File: config.mk
export PLATFORM = sky130hd
export DESIGN_NAME = seq_digit_control_flat
export DESIGN_NICKNAME = d
export VERILOG_FILES = /design/src/rtl/seq_digit_if.sv /design/src/rtl/seq_digit_control.sv /design/src/flat_wrapper.sv
export SDC_FILE = /design/constraint.sdc
export NUM_CORES = 1
export LEC_CHECK = 0
export ABC_AREA = 1
export CORE_ASPECT_RATIO = 0.9
export CORE_MARGIN = 1.5
export CORE_UTILIZATION = 48
export CTS_CLUSTER_DIAMETER = 200
export DETAILED_ROUTE_END_ITERATION = 16
export PLACE_DENSITY = 0.83
export SYNTH_ARGS = -nofsm -noshare
export SYNTH_HDL_FRONTEND = slang
export SYNTH_SLANG_ARGS = --single-unit
export TNS_END_PERCENT = 1
File: constraint.sdc
create_clock -name clk -period 1.36 [get_ports clk]
set_clock_uncertainty 0.2 [all_clocks]
set_input_delay 0.34 -clock clk [delete_from_list [all_inputs] [get_ports clk]]
set_output_delay 0.34 -clock clk [all_outputs]
set_load 0.01 [all_outputs]
File: src/rtl/seq_digit_if.sv
// Display-side signal bundle for one HH:MM digit position: blink/edit
// controls and the digit value in, registered segment/select codes out.
interface seq_digit_if;
    logic       sec_en;
    logic [2:0] control_dig;
    logic [3:0] key;
    logic [3:0] dig;
    logic [7:0] smg;

    // master: time/edit logic feeding a digit; slave: the digit driver itself.
    // No handshake: inputs are sampled on every clk edge, outputs are
    // valid one cycle after the inputs they depend on.
    modport master (
        output sec_en,
        output control_dig,
        output key,
        input  dig,
        input  smg
    );

    modport slave (
        input  sec_en,
        input  control_dig,
        input  key,
        output dig,
        output smg
    );
endinterface

File: src/rtl/seq_digit_control.sv
// Per-position 7-segment driver: decodes a digit, blanks it while it is being
// edited, and blinks the hour/minute separator dot. All outputs are registered.
module seq_digit_control #(
    parameter logic [1:0] DP_SEL    = 2'd1,
    parameter logic [2:0] EDIT_BASE = 3'd1
) (
    input  logic           clk,
    input  logic           rst_n,
    input  logic [1:0]     sel,
    seq_digit_if.slave     bus
);

    logic [7:0] seg_code;
    logic       ctrl_in_range;
    logic       edit_hit;
    logic       blank;
    logic [3:0] dig_next;
    logic [7:0] smg_next;

    // Active-low {dp,g..a}; every entry carries dp = 1 (off).
    always_comb begin
        seg_code = 8'hFF;
        case (bus.key)
            4'h0: seg_code = 8'hC0;
            4'h1: seg_code = 8'hF9;
            4'h2: seg_code = 8'hA4;
            4'h3: seg_code = 8'hB0;
            4'h4: seg_code = 8'h99;
            4'h5: seg_code = 8'h92;
            4'h6: seg_code = 8'h82;
            4'h7: seg_code = 8'hF8;
            4'h8: seg_code = 8'h80;
            4'h9: seg_code = 8'h90;
            4'hA: seg_code = 8'h88;
            4'hB: seg_code = 8'h83;
            4'hC: seg_code = 8'hC6;
            4'hD: seg_code = 8'hA1;
            4'hE: seg_code = 8'h86;
            4'hF: seg_code = 8'h8E;
            default: seg_code = 8'hFF;
        endcase
    end

    // Selector values 5..7 mean run mode, so only 1..4 can ever hit a position.
    assign ctrl_in_range = (bus.control_dig != 3'd0) && (bus.control_dig <= 3'd4);
    assign edit_hit      = ctrl_in_range &&
                           (bus.control_dig == 3'(EDIT_BASE + {1'b0, sel}));
    assign blank         = edit_hit && !bus.sec_en;

    assign dig_next = ~(4'b1000 >> sel);

    always_comb begin
        smg_next = seg_code;
        if (blank) begin
            smg_next = 8'hFF;
        end else if (sel == DP_SEL) begin
            smg_next[7] = ~bus.sec_en;
        end
    end

    always_ff @(posedge clk or negedge rst_n) begin
        if (!rst_n) begin
            bus.dig <= 4'hF;
            bus.smg <= 8'hFF;
        end else begin
            bus.dig <= dig_next;
            bus.smg <= smg_next;
        end
    end

endmodule

File: src/flat_wrapper.sv
// flat-port wrapper written by rule: the top's interface ports become plain ports
module seq_digit_control_flat 
#(
    parameter logic [1:0] DP_SEL    = 2'd1,
    parameter logic [2:0] EDIT_BASE = 3'd1
)
  (clk, rst_n, sel, bus_sec_en, bus_control_dig, bus_key, bus_dig, bus_smg);
  seq_digit_if bus_i ();
  input  logic clk;
  input  logic rst_n;
  input  logic [1:0] sel;
  input wire logic [$bits(bus_i.sec_en)-1:0] bus_sec_en;
  input wire logic [$bits(bus_i.control_dig)-1:0] bus_control_dig;
  input wire logic [$bits(bus_i.key)-1:0] bus_key;
  output wire logic [$bits(bus_i.dig)-1:0] bus_dig;
  output wire logic [$bits(bus_i.smg)-1:0] bus_smg;
  assign bus_i.sec_en = bus_sec_en;
  assign bus_i.control_dig = bus_control_dig;
  assign bus_i.key = bus_key;
  assign bus_dig = bus_i.dig;
  assign bus_smg = bus_i.smg;
  seq_digit_control #(.DP_SEL(DP_SEL), .EDIT_BASE(EDIT_BASE)) u_core (.clk(clk), .rst_n(rst_n), .sel(sel), .bus(bus_i));
endmodule
Word-level counts from Yosys, hierarchy flattened. Memory sizes are Yosys's and may differ from the RTL's. Cells that the tools add are included. W data, S select, Z words.

Flip-flop bits (word level): 12. Bits in read-only memories: 112. Output and inout port bits: 12. Word-level logic and storage cells: 18. Memories: 1.

Add/subtract/negate cells: 1. Magnitude comparators: 1. Equal/unequal tests: 2. Shift-type cells: 1. Mux-type cells: 3. Bitwise logic cells: 2. Reduce and logical (&&, ||, !) cells: 5.

Memory list: (no name shown) (depth 16, width 7, rd ports 1, clocked after Yosys merged registers in 0, write ports 0, RTL line seq_digit_control.sv:23) `case (bus.key)`.

Operator list (count): $mux W7 (1); $not A4 Y4 (1); $shr A4 B2 Y4 const A (1); $add A1 B2 Y3 const A (1); $eq A3 B3 Y1 (1); $le A3 B3 Y1 const B (1); $logic_and A1 B1 Y1 (3); $reduce_bool A3 Y1 (1); $eq A2 B1 Y1 const B (1); $mux W1 (2); $logic_not A1 Y1 (1); $not A1 Y1 (1).

Longest topological paths before layout.
Word-level depth: 5. Depth in mapped cells: 8.

Least setup slack after synthesis. Ideal clock, no wire load.

Path type: input -> register. Start point: input sel[0]. End point: register u_core.bus.smg[0]. Setup time: 62 ps. Arrival: 1048 ps. Required time: 1098 ps. Slack: 50 ps. Stages: 8. Path buffers: 0. Path through: inv_1 -> ha_1 -> inv_1 -> nand2_1 -> nand2_1 -> nor2_1 -> nand3_2 -> nand2_1.

Longest elaborated chain between the ends: 5.

Ends and longest elaborated chain: start, declared (RTL line flat_wrapper.sv:11) `input logic [1:0] sel;`; $add A1 B2 Y3 (RTL line seq_digit_control.sv:47) `(bus.control_dig == 3'(EDIT_BASE + {1'b0, sel}));`; $eq A3 B3 Y1 (RTL line seq_digit_control.sv:47); $logic_and A1 B1 Y1 (RTL line seq_digit_control.sv:46) `assign edit_hit = ctrl_in_range &&`; $logic_and A1 B1 Y1 (RTL line seq_digit_control.sv:48) `assign blank = edit_hit && !bus.sec_en;`; $mux W7 (RTL line seq_digit_control.sv:54) `if (blank) begin`; net u_core.smg_next[0] (RTL line seq_digit_control.sv:18) `logic [7:0] smg_next;`; end signal, assigned (RTL line seq_digit_control.sv:67) `bus.smg <= smg_next;`; end, declared (RTL line seq_digit_if.sv:26) `output smg`.

The timed path passes the listed nets, and every way through them passes these cells.

Worst setup path in the final report.
Start point: register u_core.bus.dig[2]. End point: output bus_dig[2].

RTL lines: start, declared (RTL line seq_digit_if.sv:25) `output dig,`; start signal, assigned (RTL line seq_digit_control.sv:66) `bus.dig <= dig_next;`; end, declared (RTL line flat_wrapper.sv:15) `output wire logic [$bits(bus_i.dig)-1:0] bus_dig;`.

No word-level cell between the ends.

==> run metrics <==
Fillers=~110; placed cells=141; count of input and output buffers=23; CP endpoint kind=primary output; Worst setup SP type=flop; DRT Pass-1 Iters=4; post-synthesis cell area=749 sq um; critical path, cell by cell=buf_6; Setup TNS Final=-873 ps; final cell count without fillers=~140; gr ovfl total=0; initial antenna violation count=0; final setup margin=-83.3 ps; row cnt=13; post-synth top area share=0.421; CTS buffer count=3; Final min period=1440 ps; Starting DRT DRC Count=15; Least-Margin Pin Slew=302 ps; DIE HEIGHT=40.5 um; most common cell after layout, fill and taps aside=nand2_1; Cells after Synth=94; RSZ-0062 raised after global routing=true; CTS Sinks=12; CTS tree=done; pin count of the biggest net entering global routing=13; Crit path largest cell delay=about 540 ps; crit path max fanout=1; routed via count=roughly 740; worst path arrival time=900 ps; WL final=between 2 and 2.5 mm; I/O pin total=24; Total GRT Usage=0.250; status=finished, violations left; DRC violations left=0; DP Wirelength=1.32 mm; Max Fclk=0.693 GHz; CP Buf/Inv Count=1; antenna-violating nets left=0; die area=1810 sq um; Syn. warnings=0; hold violation count in the final report=0; failing checks=setup timing; register cell area after layout=315 sq um; CTS max path bufs=2; Worst EP required=820 ps; Setup WS pre-CTS=-562 ps; fin crit share=1.06; Yosys reg bits=12; Ant. Diodes=0; CP Launch Point=u_core.bus.dig[2]$_DFF_PN1_; syn_nets=116; PnR Total Power=912 uW; Max Cap Viol=0; final core utilization=0.793; CP Class=flop to primary output; CP max stage cell=dfstp_2; Post-CTS Hold Buffers=0; Mapped Avg Cell Area=7.97 sq um; sequential share of the synthesized area=0.421; Initial Util=0.518; leakage dissipation=0.612 nW; core area=1450 sq um; top area cells in the synthesized netlist=dfstp_2, nand2_1, ha_1; layout cells sized above 1=0.488; H-tree depth=1; Clk Tree Root Cell=clkbuf_4; vias per inst=5.11; Hold Crit Start=sel[0]; cell family with most CP delay=flip-flops; post-CTS setup buffer count=0; area taken by multi-input logic gates=approximately 410 sq um; PD cells=794 nW/um^2; HP Class=primary input to flop; fin. max-slew vios=0; VDD IR-drop max=462 uV; vias in the first global route=735; wire length per cell=14.0 um; most frequent cells in the layout=nand2_1, inv_1, buf_6, dfstp_2, buf_4; placer congestion estimate=0.828; Die X=44.7 um; Area growth syn-to-layout=53.3%; Final setup violation count=19; first-pass GRT wire length=approximately 3.1 mm; Yosys cell types=16; Worst-path clk slew=70 ps; relative slew slack=0.799; Yosys top cell by area=dfstp_2; nets=roughly 150
==> Yosys cell counts, drive strengths merged <==
cell   instances
nand2         35
inv           17
ha            10
nor2           6
nand3          2
buf            2
o22ai          1
dfstp         12
a21oi          3
xor2           1
o21ai          5
==> flip-flops by register name (all words and copies together) (netlist names) <==
signal          cells
u_core.bus.smg      8
u_core.bus.dig      4
==> power by group <==
part	switching (mW)	leakage, nW	internal, mW
clock	0.106	0.0138	0.102
sequential	0.0145	0.126	0.407
combinational	0.142	0.473	0.141
total	0.262	0.612	0.650
==> through the flow <==
stage	hold WS, ps	cell area, sq um
2_1_floorplan	-7.84	749
3_5_place_dp	646	1060
5_1_grt	221	1150
3_3_place_gp	646	1060
6_report	203	1150
4_1_cts	358	1130
==> cell type report <==
cell class                      count  area share
Tap cell                           15      0.0163
Multi-Input combinational cell     63       0.358
Sequential cell                    12       0.275
Timing Repair Buffer               34       0.276
Inverter                           17      0.0556
Clock buffer                        3      0.0196
==> logic make-up (layout without fill, tap and decap cells) <==
kind of cell,Yosys count,count (layout),share of synthesized area
and+or+nand+nor,43,43,0.229
buffers and inverters,19,54,0.110
AOI/OAI and AO/OA,9,9,0.0618
adders and majority gates,10,10,0.167
xor gates and xnor gates,1,1,0.0117
DFF,12,12,0.421
==> per-layer routing <==
metal / routed length [um] / global-route usage
met5: 0 / 0
met4: 57 / 0.0985
met3: 67 / 0.0315
met2: 1120 / 0.514
met1: 780 / 0.257
==> path summary, 6_finish.rpt <==
path | endpoint | slack, ps | cells after the start
worst max-delay path | bus_dig[2] | -80 | 1
worst min-delay path | u_core.bus.dig[3]$_DFF_PN1_ | 200 | 4
max in group asynchronous | u_core.bus.smg[4]$_DFF_PN1_ | 570 | 2
min in group asynchronous | u_core.bus.dig[2]$_DFF_PN1_ | 360 | 2
==> tightest hold or removal path, cell delays in order <==
cell and delay (ps):
clkbuf_2 100, inv_2 50, ha_1 140, inv_1 40
==> repair_timing <==
action | CTS | global route
pin swaps | 4 | 4
endpoints found under the setup margin | 19 | 19
gates resized for setup | 76 | 15
(Power assumes the default switching activity.)
